File: config.mk
export PLATFORM = sky130hd
export DESIGN_NAME = eth_sram_bridge
export DESIGN_NICKNAME = d
export VERILOG_FILES = /design/src/rtl/eth_sram_pkg.sv /design/src/rtl/eth_resp_slot.sv /design/src/rtl/eth_sram_bridge.sv
export SDC_FILE = /design/constraint.sdc
export NUM_CORES = 1
export LEC_CHECK = 0
export ABC_AREA = 0
export BUFFER_PORTS_ARGS = -buffer_cell sky130_fd_sc_hd__buf_2
export CAP_MARGIN = 25
export CORE_MARGIN = 4
export CORE_UTILIZATION = 40
export CTS_CLUSTER_DIAMETER = 50
export CTS_CLUSTER_SIZE = 10
export DETAILED_ROUTE_END_ITERATION = 16
export PLACE_DENSITY_LB_ADDON = 0.3
export SLEW_MARGIN = 20
export SYNTH_ARGS = -nofsm -noshare
export SYNTH_HDL_FRONTEND = slang
export SYNTH_SLANG_ARGS = --single-unit
export TNS_END_PERCENT = 1
File: constraint.sdc
create_clock -name clk -period 6.85 [get_ports clk]
set_input_delay 1.37 -clock clk [delete_from_list [all_inputs] [get_ports clk]]
set_output_delay 1.37 -clock clk [all_outputs]
set_load 0.02 [all_outputs]
File: src/rtl/eth_sram_pkg.sv
// Shared opcodes, FSM state encoding and header-field widths for the
// packet-to-SRAM command bridge.
package eth_sram_pkg;

  localparam int HDR_W = 8;
  localparam int LEN_W = 8;

  localparam logic [HDR_W-1:0] OP_READ  = 8'hAA;
  localparam logic [HDR_W-1:0] OP_WRITE = 8'hBB;
  localparam logic [HDR_W-1:0] OP_BURST = 8'hCC;
  localparam logic [HDR_W-1:0] OP_ERROR = 8'hEE;

  typedef enum logic [1:0] {
    ST_IDLE,
    ST_ISSUE,
    ST_WAIT,
    ST_RESP
  } state_t;

endpackage

File: src/rtl/eth_resp_slot.sv
// Single-entry response register: a loaded packet stays valid and stable
// until the downstream side takes it.
module eth_resp_slot #(
  parameter int WIDTH = 48
) (
  input  logic             clk,
  input  logic             rst_n,
  input  logic             load,
  input  logic [WIDTH-1:0] load_data,
  input  logic             ready,
  output logic [WIDTH-1:0] data,
  output logic             valid
);

  always_ff @(posedge clk or negedge rst_n) begin
    if (!rst_n) begin
      data  <= '0;
      valid <= 1'b0;
    end else if (load) begin
      data  <= load_data;
      valid <= 1'b1;
    end else if (valid && ready) begin
      valid <= 1'b0;
    end
  end

endmodule

File: src/rtl/eth_sram_bridge.sv
// Handshaked command engine: decodes {header, addr, data} packets into SRAM
// writes, reads and burst reads, and returns responses under backpressure.
module eth_sram_bridge
  import eth_sram_pkg::*;
#(
  parameter int ADDR_WIDTH   = 8,
  parameter int DATA_WIDTH   = 32,
  parameter int PACKET_WIDTH = 8 + ADDR_WIDTH + DATA_WIDTH,
  parameter int MEM_DEPTH    = 256,
  parameter int READ_LATENCY = 1,
  parameter int MAX_BURST    = 16,
  parameter int ACK_WRITES   = 1
) (
  input  logic                    clk,
  input  logic                    rst_n,
  input  logic [PACKET_WIDTH-1:0] packet_in,
  input  logic                    packet_valid,
  output logic                    packet_ready,
  output logic [PACKET_WIDTH-1:0] packet_out,
  output logic                    packet_out_valid,
  input  logic                    packet_out_ready,
  output logic [ADDR_WIDTH-1:0]   sram_addr,
  output logic [DATA_WIDTH-1:0]   sram_data_in,
  output logic                    sram_write_en,
  output logic                    sram_read_en,
  input  logic [DATA_WIDTH-1:0]   sram_data_out,
  output logic [15:0]             error_count
);

  // Burst end address is formed wide enough that addr + L - 1 never wraps.
  localparam int END_W = ((ADDR_WIDTH > LEN_W) ? ADDR_WIDTH : LEN_W) + 1;
  localparam logic [END_W-1:0] DEPTH_E  = END_W'(MEM_DEPTH);
  localparam logic [LEN_W-1:0] MAX_LEN  = LEN_W'(MAX_BURST);
  localparam logic [1:0]       LAT_INIT = (READ_LATENCY > 1) ? 2'(READ_LATENCY - 2) : 2'd0;

  function automatic logic [15:0] sat_inc(input logic [15:0] v);
    return (v == 16'hFFFF) ? v : v + 16'd1;
  endfunction

  state_t                  state, state_nxt;
  logic                    packet_ready_nxt;
  logic [ADDR_WIDTH-1:0]   sram_addr_nxt;
  logic [DATA_WIDTH-1:0]   sram_data_in_nxt;
  logic                    sram_write_en_nxt, sram_read_en_nxt;
  logic [15:0]             error_count_nxt;
  logic [HDR_W-1:0]        cmd_hdr, cmd_hdr_nxt;
  logic [LEN_W-1:0]        beat, beat_nxt, burst_len, burst_len_nxt;
  logic [1:0]              lat_cnt, lat_cnt_nxt;
  logic                    slot_load;
  logic [PACKET_WIDTH-1:0] slot_pkt;

  logic [HDR_W-1:0]      in_hdr;
  logic [ADDR_WIDTH-1:0] in_addr;
  logic [DATA_WIDTH-1:0] in_data;
  logic [LEN_W-1:0]      in_len;
  logic [END_W-1:0]      burst_end;
  logic                  is_read, is_write, is_burst, cmd_error, accept;

  assign in_hdr    = packet_in[PACKET_WIDTH-1 -: HDR_W];
  assign in_addr   = packet_in[DATA_WIDTH +: ADDR_WIDTH];
  assign in_data   = packet_in[DATA_WIDTH-1:0];
  assign in_len    = in_data[LEN_W-1:0];
  assign is_read   = (in_hdr == OP_READ);
  assign is_write  = (in_hdr == OP_WRITE);
  assign is_burst  = (in_hdr == OP_BURST);
  assign burst_end = END_W'(in_addr) + END_W'(in_len) - END_W'(1);
  assign cmd_error = !(is_read || is_write || is_burst) ||
                     (END_W'(in_addr) >= DEPTH_E) ||
                     (is_burst && ((in_len == '0) || (in_len > MAX_LEN) ||
                                   (burst_end >= DEPTH_E)));
  assign accept    = packet_valid && packet_ready;

  eth_resp_slot #(.WIDTH(PACKET_WIDTH)) u_slot (
    .clk       (clk),
    .rst_n     (rst_n),
    .load      (slot_load),
    .load_data (slot_pkt),
    .ready     (packet_out_ready),
    .data      (packet_out),
    .valid     (packet_out_valid)
  );

  always_comb begin
    state_nxt         = state;
    packet_ready_nxt  = packet_ready;
    sram_addr_nxt     = sram_addr;
    sram_data_in_nxt  = sram_data_in;
    sram_write_en_nxt = 1'b0;
    sram_read_en_nxt  = 1'b0;
    error_count_nxt   = error_count;
    cmd_hdr_nxt       = cmd_hdr;
    beat_nxt          = beat;
    burst_len_nxt     = burst_len;
    lat_cnt_nxt       = lat_cnt;
    slot_load         = 1'b0;
    slot_pkt          = '0;
    case (state)
      ST_IDLE: begin
        packet_ready_nxt = !accept;
        if (accept) begin
          beat_nxt      = '0;
          burst_len_nxt = is_burst ? in_len : '0;
          if (cmd_error) begin
            // Error header is latched so the response never continues as a burst.
            cmd_hdr_nxt     = OP_ERROR;
            slot_load       = 1'b1;
            slot_pkt        = {OP_ERROR, in_addr, DATA_WIDTH'(in_hdr)};
            error_count_nxt = sat_inc(error_count);
            state_nxt       = ST_RESP;
          end else begin
            cmd_hdr_nxt       = in_hdr;
            sram_addr_nxt     = in_addr;
            sram_write_en_nxt = is_write;
            sram_read_en_nxt  = !is_write;
            if (is_write) sram_data_in_nxt = in_data;
            state_nxt         = ST_ISSUE;
          end
        end
      end
      ST_ISSUE: begin
        if (cmd_hdr == OP_WRITE) begin
          if (ACK_WRITES != 0) begin
            slot_load = 1'b1;
            slot_pkt  = {OP_WRITE, sram_addr, sram_data_in};
            state_nxt = ST_RESP;
          end else begin
            packet_ready_nxt = 1'b1;
            state_nxt        = ST_IDLE;
          end
        end else if (READ_LATENCY == 1) begin
          slot_load = 1'b1;
          slot_pkt  = {cmd_hdr, sram_addr, sram_data_out};
          state_nxt = ST_RESP;
        end else begin
          lat_cnt_nxt = LAT_INIT;
          state_nxt   = ST_WAIT;
        end
      end
      ST_WAIT: begin
        if (lat_cnt == 2'd0) begin
          slot_load = 1'b1;
          slot_pkt  = {cmd_hdr, sram_addr, sram_data_out};
          state_nxt = ST_RESP;
        end else begin
          lat_cnt_nxt = lat_cnt - 2'd1;
        end
      end
      ST_RESP: begin
        if (packet_out_valid && packet_out_ready) begin
          if ((cmd_hdr == OP_BURST) && ((beat + 8'd1) != burst_len)) begin
            beat_nxt         = beat + 8'd1;
            sram_addr_nxt    = sram_addr + ADDR_WIDTH'(1);
            sram_read_en_nxt = 1'b1;
            state_nxt        = ST_ISSUE;
          end else begin
            beat_nxt         = '0;
            packet_ready_nxt = 1'b1;
            state_nxt        = ST_IDLE;
          end
        end
      end
      default: state_nxt = ST_IDLE;
    endcase
  end

  always_ff @(posedge clk or negedge rst_n) begin
    if (!rst_n) begin
      state         <= ST_IDLE;
      packet_ready  <= 1'b0;
      sram_addr     <= '0;
      sram_data_in  <= '0;
      sram_write_en <= 1'b0;
      sram_read_en  <= 1'b0;
      error_count   <= '0;
      cmd_hdr       <= '0;
      beat          <= '0;
      burst_len     <= '0;
      lat_cnt       <= '0;
    end else begin
      state         <= state_nxt;
      packet_ready  <= packet_ready_nxt;
      sram_addr     <= sram_addr_nxt;
      sram_data_in  <= sram_data_in_nxt;
      sram_write_en <= sram_write_en_nxt;
      sram_read_en  <= sram_read_en_nxt;
      error_count   <= error_count_nxt;
      cmd_hdr       <= cmd_hdr_nxt;
      beat          <= beat_nxt;
      burst_len     <= burst_len_nxt;
      lat_cnt       <= lat_cnt_nxt;
    end
  end

endmodule

==> results of run 1 <==
-- cells in the mapped netlist, types with 3 or more instances --
| master | instances |
|---|---|
| and2_1 | 9 |
| a211oi_2 | 3 |
| a221o_1 | 9 |
| ha_1 | 21 |
| o22a_1 | 11 |
| a222oi_1 | 9 |
| a211oi_1 | 3 |
| or3_1 | 4 |
| nand3_1 | 10 |
| xnor2_1 | 13 |
| xor2_1 | 13 |
| nand4_1 | 7 |
| mux2_2 | 33 |
| nor2b_1 | 5 |
| nand2_1 | 30 |
| clkbuf_1 | 16 |
| and4_1 | 4 |
| or4_1 | 3 |
| nor2_1 | 87 |
| a31oi_1 | 3 |
| o21ai_0 | 17 |
| a22o_1 | 10 |
| a21o_1 | 5 |
| and3_1 | 12 |
| inv_1 | 42 |
| a221oi_1 | 24 |
| a21oi_1 | 22 |
| nand2b_1 | 3 |
| nor3_1 | 11 |
| nor4b_1 | 4 |
| buf_2 | 11 |
| buf_4 | 5 |
| dfrtp_1 | 136 |
-- sequential cells by signal (all words and copies together), names as in the netlist, 2 cells and up --
| name | flops |
|---|---|
| lat_cnt | 2 |
| state | 2 |
| u_slot.data | 48 |
| burst_len | 8 |
| error_count | 16 |
| beat | 8 |
| sram_addr | 8 |
| cmd_hdr | 8 |
| sram_data_in | 32 |
-- worst max-delay path, stage by stage --
cell and delay [ns]:
buf_2 0.18, inv_1 0.07, ha_1 0.27, inv_1 0.04, ha_1 0.26, and2_1 0.15, o2111ai_1 0.21, o2111a_4 0.36
a21oi_4 0.25, a31o_2 0.84, nand2_1 0.34, o22a_1 0.27
-- cell families after synthesis --
family / share of synthesized area, %
AND/OR/NAND/NOR: 16.2
AO/OA/AOI/OAI: 17.3
flip-flops: 49.0
buffers and inverters: 4.80
multiplexers: 5.64
XOR/XNOR: 3.28
adder cells (fa/ha/maj): 3.79
-- worst paths after layout --
check                      cells past startpoint         endpoint  slack, ns
setup / recovery                              12  u_slot.data[46]       2.51
hold / removal                                 1       lat_cnt[0]       0.47
setup reg to reg                               7  u_slot.data[46]       3.28
hold reg to reg                                1       lat_cnt[0]       0.47
max in group asynchronous                      2  u_slot.data[18]       4.82
min in group asynchronous                      1  u_slot.data[33]       0.91
-- cell type report --
| class | instances | area share, % |
|---|---|---|
| diodes | 1 | 0.0290 |
| clock buffers | 19 | 5.24 |
| clock inverters | 13 | 1.39 |
| inverters | 42 | 1.82 |
| multi-input cells | 433 | 37.2 |
| flip-flops and latches | 136 | 39.4 |
| well taps | 220 | 3.18 |
| repair buffers | 195 | 11.8 |
-- stage by stage --
stage	worst slack (ns)	total power [mW]	cell area [sq um]
global route	2.27	3.91	8640
global placement	2.12	2.73	8040
CTS	2.46	3.65	8610
finish	2.51	3.65	8640
floorplan	3.11	2.26	6940
detailed placement	2.06	2.75	8040
-- layer usage --
| layer | share of wire [%] | vias to the layer above | global-route usage (%) |
|---|---|---|---|
| li1 | - | 2719 | - |
| met2 | 47 | 227 | 33.9 |
| met4 | 1.2 | 6 | 4.79 |
| met3 | 9.9 | 21 | 8.58 |
| met1 | 42 | 2786 | 26.8 |
| met5 | 0.14 | - | 0 |
-- power groups by stage --
stage / clock network [mW] / registers [mW] / logic (mW)
after CTS: 0.908 / 1.20 / 1.55
after global placement: 0 / 1.20 / 1.53
after global routing: 0.950 / 1.22 / 1.74
final: 0.889 / 1.19 / 1.56
after detailed placement: 0 / 1.21 / 1.54
after floorplan: 0 / 1.40 / 0.864
==> results.json, run 1 <==
{
  "yosysTopAreaCell": "dfrtp_1",
  "p_int_mw": 2.11,
  "peakVddDrop_v": 0.000231,
  "ys.warnings.count": 0,
  "rsz0062_at_grt": "no",
  "yosys-top-cells-area": "dfrtp_1 (49%), mux2_2 (5.4%), nor2_1 (4.7%), ha_1 (3.8%), a221oi_1 (3.0%)",
  "cp_max_fo": 47,
  "dpl.cell_count": 1025,
  "cts_tree": "built",
  "finalSetupViolCount": 0,
  "timing.final.hold_violations": 0,
  "wire_per_inst_um": 19.2,
  "synth.avg_cell_area_sq_um": 10.8,
  "pin_count": 192,
  "grt_use_total_pct": 21.0,
  "most-common-layout-cells": "buf_2 (190), dfrtp_1 (136), nor2_1 (86), inv_1 (42), mux2_2 (33)",
  "synth_nets": 750,
  "core_sq_um": 16800,
  "hold_slack_ns": 0.474,
  "switchingPower_mw": 1.54,
  "finalClockSkew_ns": 0.0101,
  "numCtsBuffers": 17,
  "ys_seq_area_share_pct": 49.0,
  "finalCriticalPeriod_ns": 4.34,
  "area_growth_syn_to_layout_pct": 24.5,
  "p_clk_share_pct": 24.4,
  "clock-sinks": 136,
  "via_per_inst": 5.44,
  "drt_iter0_drc": 357,
  "startpoint_type": "primary input",
  "antenna_found_initial": 4,
  "status": "finished clean",
  "synth-main-ff-cell": "dfrtp_1",
  "final_nets": 930,
  "multi_input_area_sq_um": 3220,
  "port_buffers": 191,
  "combPwrFrac_pct": 42.8,
  "hold_start": "lat_cnt[0]",
  "yosysTopAreaCellShare_pct": 49.0,
  "clockBufferDepth": 2,
  "leakage_nw": 4.24,
  "cap_violations": 0,
  "cp.required_ns": 7.14,
  "grt_overflow": 0,
  "relSlewSlack_pct": 29.4,
  "grt_pass1_vias": 5861,
  "clk_latency_ns": 0.42,
  "initial_utilization_pct": 41.3,
  "clkSlewWorstSetupHoldPaths_ns": 0.06,
  "seq_area_sq_um": 3400,
  "p_per_area_nw_per_um2": 422,
  "place_congestion": 0.860,
  "synth_area_sq_um": 6940,
  "die_w_um": 140,
  "cts_setup_buffers": 0,
  "final_common_cell": "buf_2",
  "end_kind": "flop",
  "grt_first_pass_wirelength_um": 32500,
  "seqPwrFrac_pct": 32.8,
  "setup_tns_ns": 0,
  "fp.dieH_um": 140,
  "fin_crit_sh_pct": 63.3,
  "drive_gt1_share_pct": 34.7,
  "fin_cells": 1059,
  "slew_viol_final": 0,
  "reg2reg_from": "state[1]",
  "drc": 0,
  "startpoint": "packet_in[6]",
  "fillers": 1601,
  "fmax_ghz": 0.231,
  "synth.distinct_cells": 71,
  "vias": 5759,
  "worst_slew_pin_slew_ns": 1.06,
  "root_buffer": "clkbuf_16",
  "synthArstFlopShare_pct": 100,
  "postCtsHoldBufs": 0,
  "finalWirelength_um": 20300,
  "synth_edf_count": 0,
  "swShare_pct": 42.2,
  "grt_max_degree": 81,
  "finish.utilization_pct": 51.4,
  "ys_seq_elements": 136,
  "rows": 47,
  "synthCells": 645,
  "final_antenna_net_count": 0,
  "arrival_ns": 4.63,
  "drt-pass1-iter-count": 5,
  "dp_hpwl_um": 14800,
  "cts.repair.resized": 0,
  "htree_levels": 4,
  "die_area_sq_um": 19500,
  "timing_worst_setup_path_type": "primary input to flop",
  "hp-class": "flop to flop"
}
Power figures use the tool's default switching activity.
==> run 2: changes to the inputs <==
==> constraint.sdc (replaced) <==
create_clock -name clk -period 4.35 [get_ports clk]
set_input_delay 0.87 -clock clk [delete_from_list [all_inputs] [get_ports clk]]
set_output_delay 0.87 -clock clk [all_outputs]
set_load 0.02 [all_outputs]
==> run 2 against run 1 <==
Against the previous run: sequential power increased by 58%; setup slack got worse by 1.3 ns; final cell count increased by 0.76%; cell area increased by 0.77%; critical endpoint is now error_count[1]; largest cell class unchanged.
==> results.json, run 2 (synthesized netlist as in run 1, its figures left out) <==
{
  "status": "finished clean",
  "fin_crit_sh_pct": 72.2,
  "antenna_found_initial": 6,
  "die_w_um": 140,
  "dp_hpwl_um": 14800,
  "cts_tree": "built",
  "die_area_sq_um": 19500,
  "hp-class": "flop to flop",
  "area_growth_syn_to_layout_pct": 25.5,
  "finalClockSkew_ns": 0.0102,
  "max_flop_register": "u_slot.data",
  "fp.dieH_um": 140,
  "drive_gt1_share_pct": 34.9,
  "reg2reg_slack_ns": 1.53,
  "clkSlewWorstSetupHoldPaths_ns": 0.06,
  "finalCriticalPeriod_ns": 3.14,
  "cts_setup_buffers": 0,
  "leakage_nw": 4.27,
  "hold_start": "lat_cnt[0]",
  "clockBufferDepth": 2,
  "startpoint_type": "primary input",
  "drc": 0,
  "final_common_cell": "buf_2",
  "cts.repair.resized": 0,
  "setup_tns_ns": 0,
  "grt_use_total_pct": 21.0,
  "drt-pass1-iter-count": 5,
  "place_congestion": 0.856,
  "final_nets": 935,
  "cp.required_ns": 4.65,
  "reg.largest.list": "u_slot.data (48), sram_data_in (32), error_count (16)",
  "wire_per_inst_um": 18.9,
  "clock-sinks": 136,
  "p_per_area_nw_per_um2": 668,
  "finalWirelength_um": 20200,
  "pin_count": 192,
  "worst_slew_pin_slew_ns": 0.915,
  "core_sq_um": 16800,
  "timing_worst_setup_path_type": "primary input to flop",
  "power_mw": 5.82,
  "final_antenna_net_count": 0,
  "rows": 47,
  "hold_depth": 1,
  "cp_max_fo": 8,
  "grt_pass1_vias": 5860,
  "postCtsHoldBufs": 0,
  "fmax_ghz": 0.318,
  "peakVddDrop_v": 0.000435,
  "drt_iter0_drc": 254,
  "arrival_ns": 3.44,
  "grt_overflow": 0,
  "timing.final.hold_violations": 0,
  "end_kind": "flop",
  "slew_viol_final": 0,
  "via_per_inst": 5.43,
  "relSlewSlack_pct": 39.0,
  "rsz0062_at_grt": "no",
  "initial_utilization_pct": 41.3,
  "numCtsBuffers": 17,
  "clk_latency_ns": 0.42,
  "root_buffer": "clkbuf_16",
  "htree_levels": 4,
  "fillers": 1556,
  "vias": 5790,
  "most-common-layout-cells": "buf_2 (190), dfrtp_1 (136), nor2_1 (86), inv_1 (42), mux2_2 (33)",
  "finalSetupViolCount": 0,
  "largest_reg_flops": 48,
  "startpoint": "packet_in[7]",
  "grt_max_degree": 113,
  "reg2reg_depth": 8,
  "grt_first_pass_wirelength_um": 32400,
  "reg2reg_from": "state[0]",
  "cap_violations": 0,
  "port_buffers": 191
}
run 2: cell count changes in the layout (fill, tap and decap cells not counted):
cell,before,now
clkinv_2,3,1
buf_6,2,0
buf_12,0,1
buf_4,2,8
buf_16,1,0
diode_2,1,4
clkbuf_8,2,1
clkbuf_1,0,2
bufinv_16,1,3
run 2: area by class of cell:
cell class	instances	area, sq um	share of cell area (%)
timing repair buffer	200	1040	12.0
clock inverter	13	170	1.95
multi-input combinational	433	3220	36.9
clock buffer	19	433	4.97
tap	220	275	3.16
antenna	4	10.0	0.115
inverter	42	158	1.81
sequential	136	3400	39.1
run 2: critical path: stages:
cell and delay (ns):
buf_2 0.12, inv_1 0.05, ha_1 0.27, inv_1 0.04
ha_1 0.30, and2_1 0.17, o2111ai_1 0.21, o2111a_4 0.37
a21oi_4 0.26, nand3_4 0.18, nor2_1 0.23, mux2_2 0.36
run 2: stage by stage:
step	instance area (sq um)	utilization, %	hold WS, ns	setup WS [ns]	instances
4_1_cts	8700	51.7	0.476	1.22	1063
3_5_place_dp	8090	48.1	0.468	0.774	1031
5_1_grt	8710	51.8	0.523	1.01	1066
2_1_floorplan	6940	-	0.446	1.11	645
3_3_place_gp	8090	48.1	0.464	0.826	1031
6_report	8710	51.8	0.472	1.21	1067
run 2: worst paths after layout:
| check | to |
|---|---|
| setup / recovery | error_count[1] |
| hold / removal | lat_cnt[0] |
| setup reg to reg | sram_addr[2] |
| hold reg to reg | lat_cnt[0] |
| max in group asynchronous | u_slot.data[12] |
| min in group asynchronous | sram_data_in[4] |
run 2: routing by layer:
| metal | part of all wire (%) | wire [um] | track usage (%) | vias to the layer above |
|---|---|---|---|---|
| met5 | 0.16 | 33 | 0 | - |
| met4 | 1.8 | 359 | 6.83 | 6 |
| met3 | 9.2 | 1860 | 8.71 | 27 |
| met2 | 47 | 9520 | 33.2 | 196 |
| met1 | 42 | 8390 | 26.3 | 2830 |
| li1 | - | - | - | 2731 |
run 2: where the power goes:
part | total [mW] | internal, mW | switching [mW]
clock | 1.48 | 0.908 | 0.573
combinational | 2.46 | 0.893 | 1.57
sequential | 1.88 | 1.62 | 0.259
==> run 3: changes to the inputs <==
==> constraint.sdc (replaced) <==
create_clock -name clk -period 2.8 [get_ports clk]
set_input_delay 0.56 -clock clk [delete_from_list [all_inputs] [get_ports clk]]
set_output_delay 0.56 -clock clk [all_outputs]
set_load 0.02 [all_outputs]
==> run 3 against run 2 <==
Against the previous run: clock-buffer cell count is 1 lower; global-route usage decreased by 0.60 points; sequential share of layout area decreased by 2.0 points; core utilization grew 2.8 points; hold slack got worse by 0.40 ns; via count up 1.5%; highest routed layer is now met4; clock power up 53%; setup slack worse by 1.2 ns; routed wire length fell by 1.1%; largest cell class unchanged; clock skew is essentially flat; final cell count increased by 3.6%; cell area grew 5.4%.
==> results.json, run 3 (synthesized netlist as in run 1, its figures left out) <==
{
  "status": "finished clean",
  "cap_violations": 0,
  "max_flop_register": "u_slot.data",
  "grt_overflow": 0,
  "end_kind": "flop",
  "timing.final.hold_violations": 0,
  "htree_levels": 4,
  "root_buffer": "clkbuf_16",
  "startpoint_type": "primary input",
  "worst_slew_pin_slew_ns": 0.651,
  "final_antenna_net_count": 0,
  "cts_tree": "built",
  "fillers": 1500,
  "drc": 0,
  "grt_max_degree": 49,
  "clk_latency_ns": 0.42,
  "diodes": 0,
  "pin_count": 192,
  "port_buffers": 191,
  "timing_worst_setup_path_type": "primary input to flop",
  "die_area_sq_um": 19500,
  "drt-pass1-iter-count": 7,
  "drt_iter0_drc": 331,
  "finalCriticalPeriod_ns": 2.75,
  "drive_gt1_share_pct": 39.8,
  "grt_pass1_vias": 6065,
  "grt_first_pass_wirelength_um": 32300,
  "numCtsBuffers": 17,
  "fp.dieH_um": 140,
  "hold_slack_ns": 0.0718,
  "reg.largest.list": "u_slot.data (48), sram_data_in (32), error_count (16)",
  "p_per_area_nw_per_um2": 1010,
  "vias": 5875,
  "setup_tns_ns": 0,
  "via_per_inst": 5.32,
  "fin_crit_sh_pct": 98.1,
  "fin_cells": 1105,
  "clock-sinks": 136,
  "peakVddDrop_v": 0.000549,
  "leakage_nw": 4.50,
  "arrival_ns": 3.09,
  "hp-class": "primary input to asynchronous set/reset pin",
  "initial_utilization_pct": 41.3,
  "clockBufferDepth": 2,
  "finalClockSkew_ns": 0.00993,
  "reg2reg_depth": 7,
  "core_sq_um": 16800,
  "power_mw": 9.31,
  "largest_reg_flops": 48,
  "clkSlewWorstSetupHoldPaths_ns": 0.06,
  "area_growth_syn_to_layout_pct": 32.3,
  "wire_per_inst_um": 18.1,
  "final_nets": 977,
  "relSlewSlack_pct": 56.6,
  "postCtsHoldBufs": 0,
  "rows": 47,
  "final_common_cell": "buf_2",
  "antenna_found_initial": 0,
  "cp_max_fo": 7,
  "die_w_um": 140,
  "finish.utilization_pct": 54.6,
  "dpl.cell_count": 1071,
  "finalWirelength_um": 20000,
  "place_congestion": 0.884,
  "slew_viol_final": 0,
  "finalSetupViolCount": 0,
  "dp_hpwl_um": 15000,
  "cp.required_ns": 3.14,
  "grt_use_total_pct": 20.4,
  "fmax_ghz": 0.364,
  "most-common-layout-cells": "buf_2 (188), dfrtp_1 (136), nor2_1 (84), buf_4 (44), inv_1 (38)"
}
## run 3: per-stage QoR
step                instance area (sq um)  worst slack [ns]
floorplan                            6990           -0.0189
global placement                     8500            -0.400
detailed placement                   8500            -0.490
CTS                                  9100            0.0397
global route                         9180           -0.0206
finish                               9180            0.0520
## run 3: critical path, stage by stage
cell	delay, ns
buf_2	0.12
inv_1	0.05
ha_1	0.28
inv_2	0.04
ha_4	0.27
and2_4	0.16
o2111ai_2	0.18
o2111a_4	0.35
a21oi_4	0.26
buf_12	0.15
nand3_4	0.15
nor4b_4	0.33
xor2_1	0.17
## run 3: path summary, 6_finish.rpt
path,start,endpoint,slack (ns)
setup reg to reg,beat[2],beat[0],0.19
min in group clk,packet_in[19],sram_data_in[19],0.37
hold reg to reg,lat_cnt[0],lat_cnt[0],0.48
hold / removal,rst_n,beat[7],0.07
setup / recovery,packet_in[7],error_count[3],0.05
max in group asynchronous,rst_n,u_slot.data[7],2.04
## run 3: timing repair
action,4_1_cts,5_1_grt
endpoints found under the setup margin,4,37
gates cloned,0,1
buffers inserted,0,1
pin swaps,0,5
resized for setup,1,17
## run 3: metal layers
metal,track usage [%],routed length [um]
met3,7.41,1560
met5,0,0
met2,32.8,9490
met4,7.04,375
met1,25.6,8530
## run 3: area by class of cell
cell class | instances | area (sq um) | share of cell area [%]
repair buffers | 241 | 1430 | 15.5
well taps | 220 | 275 | 3.00
clock inverters | 14 | 161 | 1.76
clock buffers | 18 | 429 | 4.67
multi-input cells | 434 | 3330 | 36.3
flip-flops and latches | 136 | 3400 | 37.1
inverters | 42 | 158 | 1.72
## run 3: where the power goes
| group | internal (mW) | total, mW | switching (mW) |
|---|---|---|---|
| sequential | 2.51 | 2.90 | 0.388 |
| combinational | 1.63 | 4.15 | 2.52 |
| clock | 1.34 | 2.26 | 0.926 |
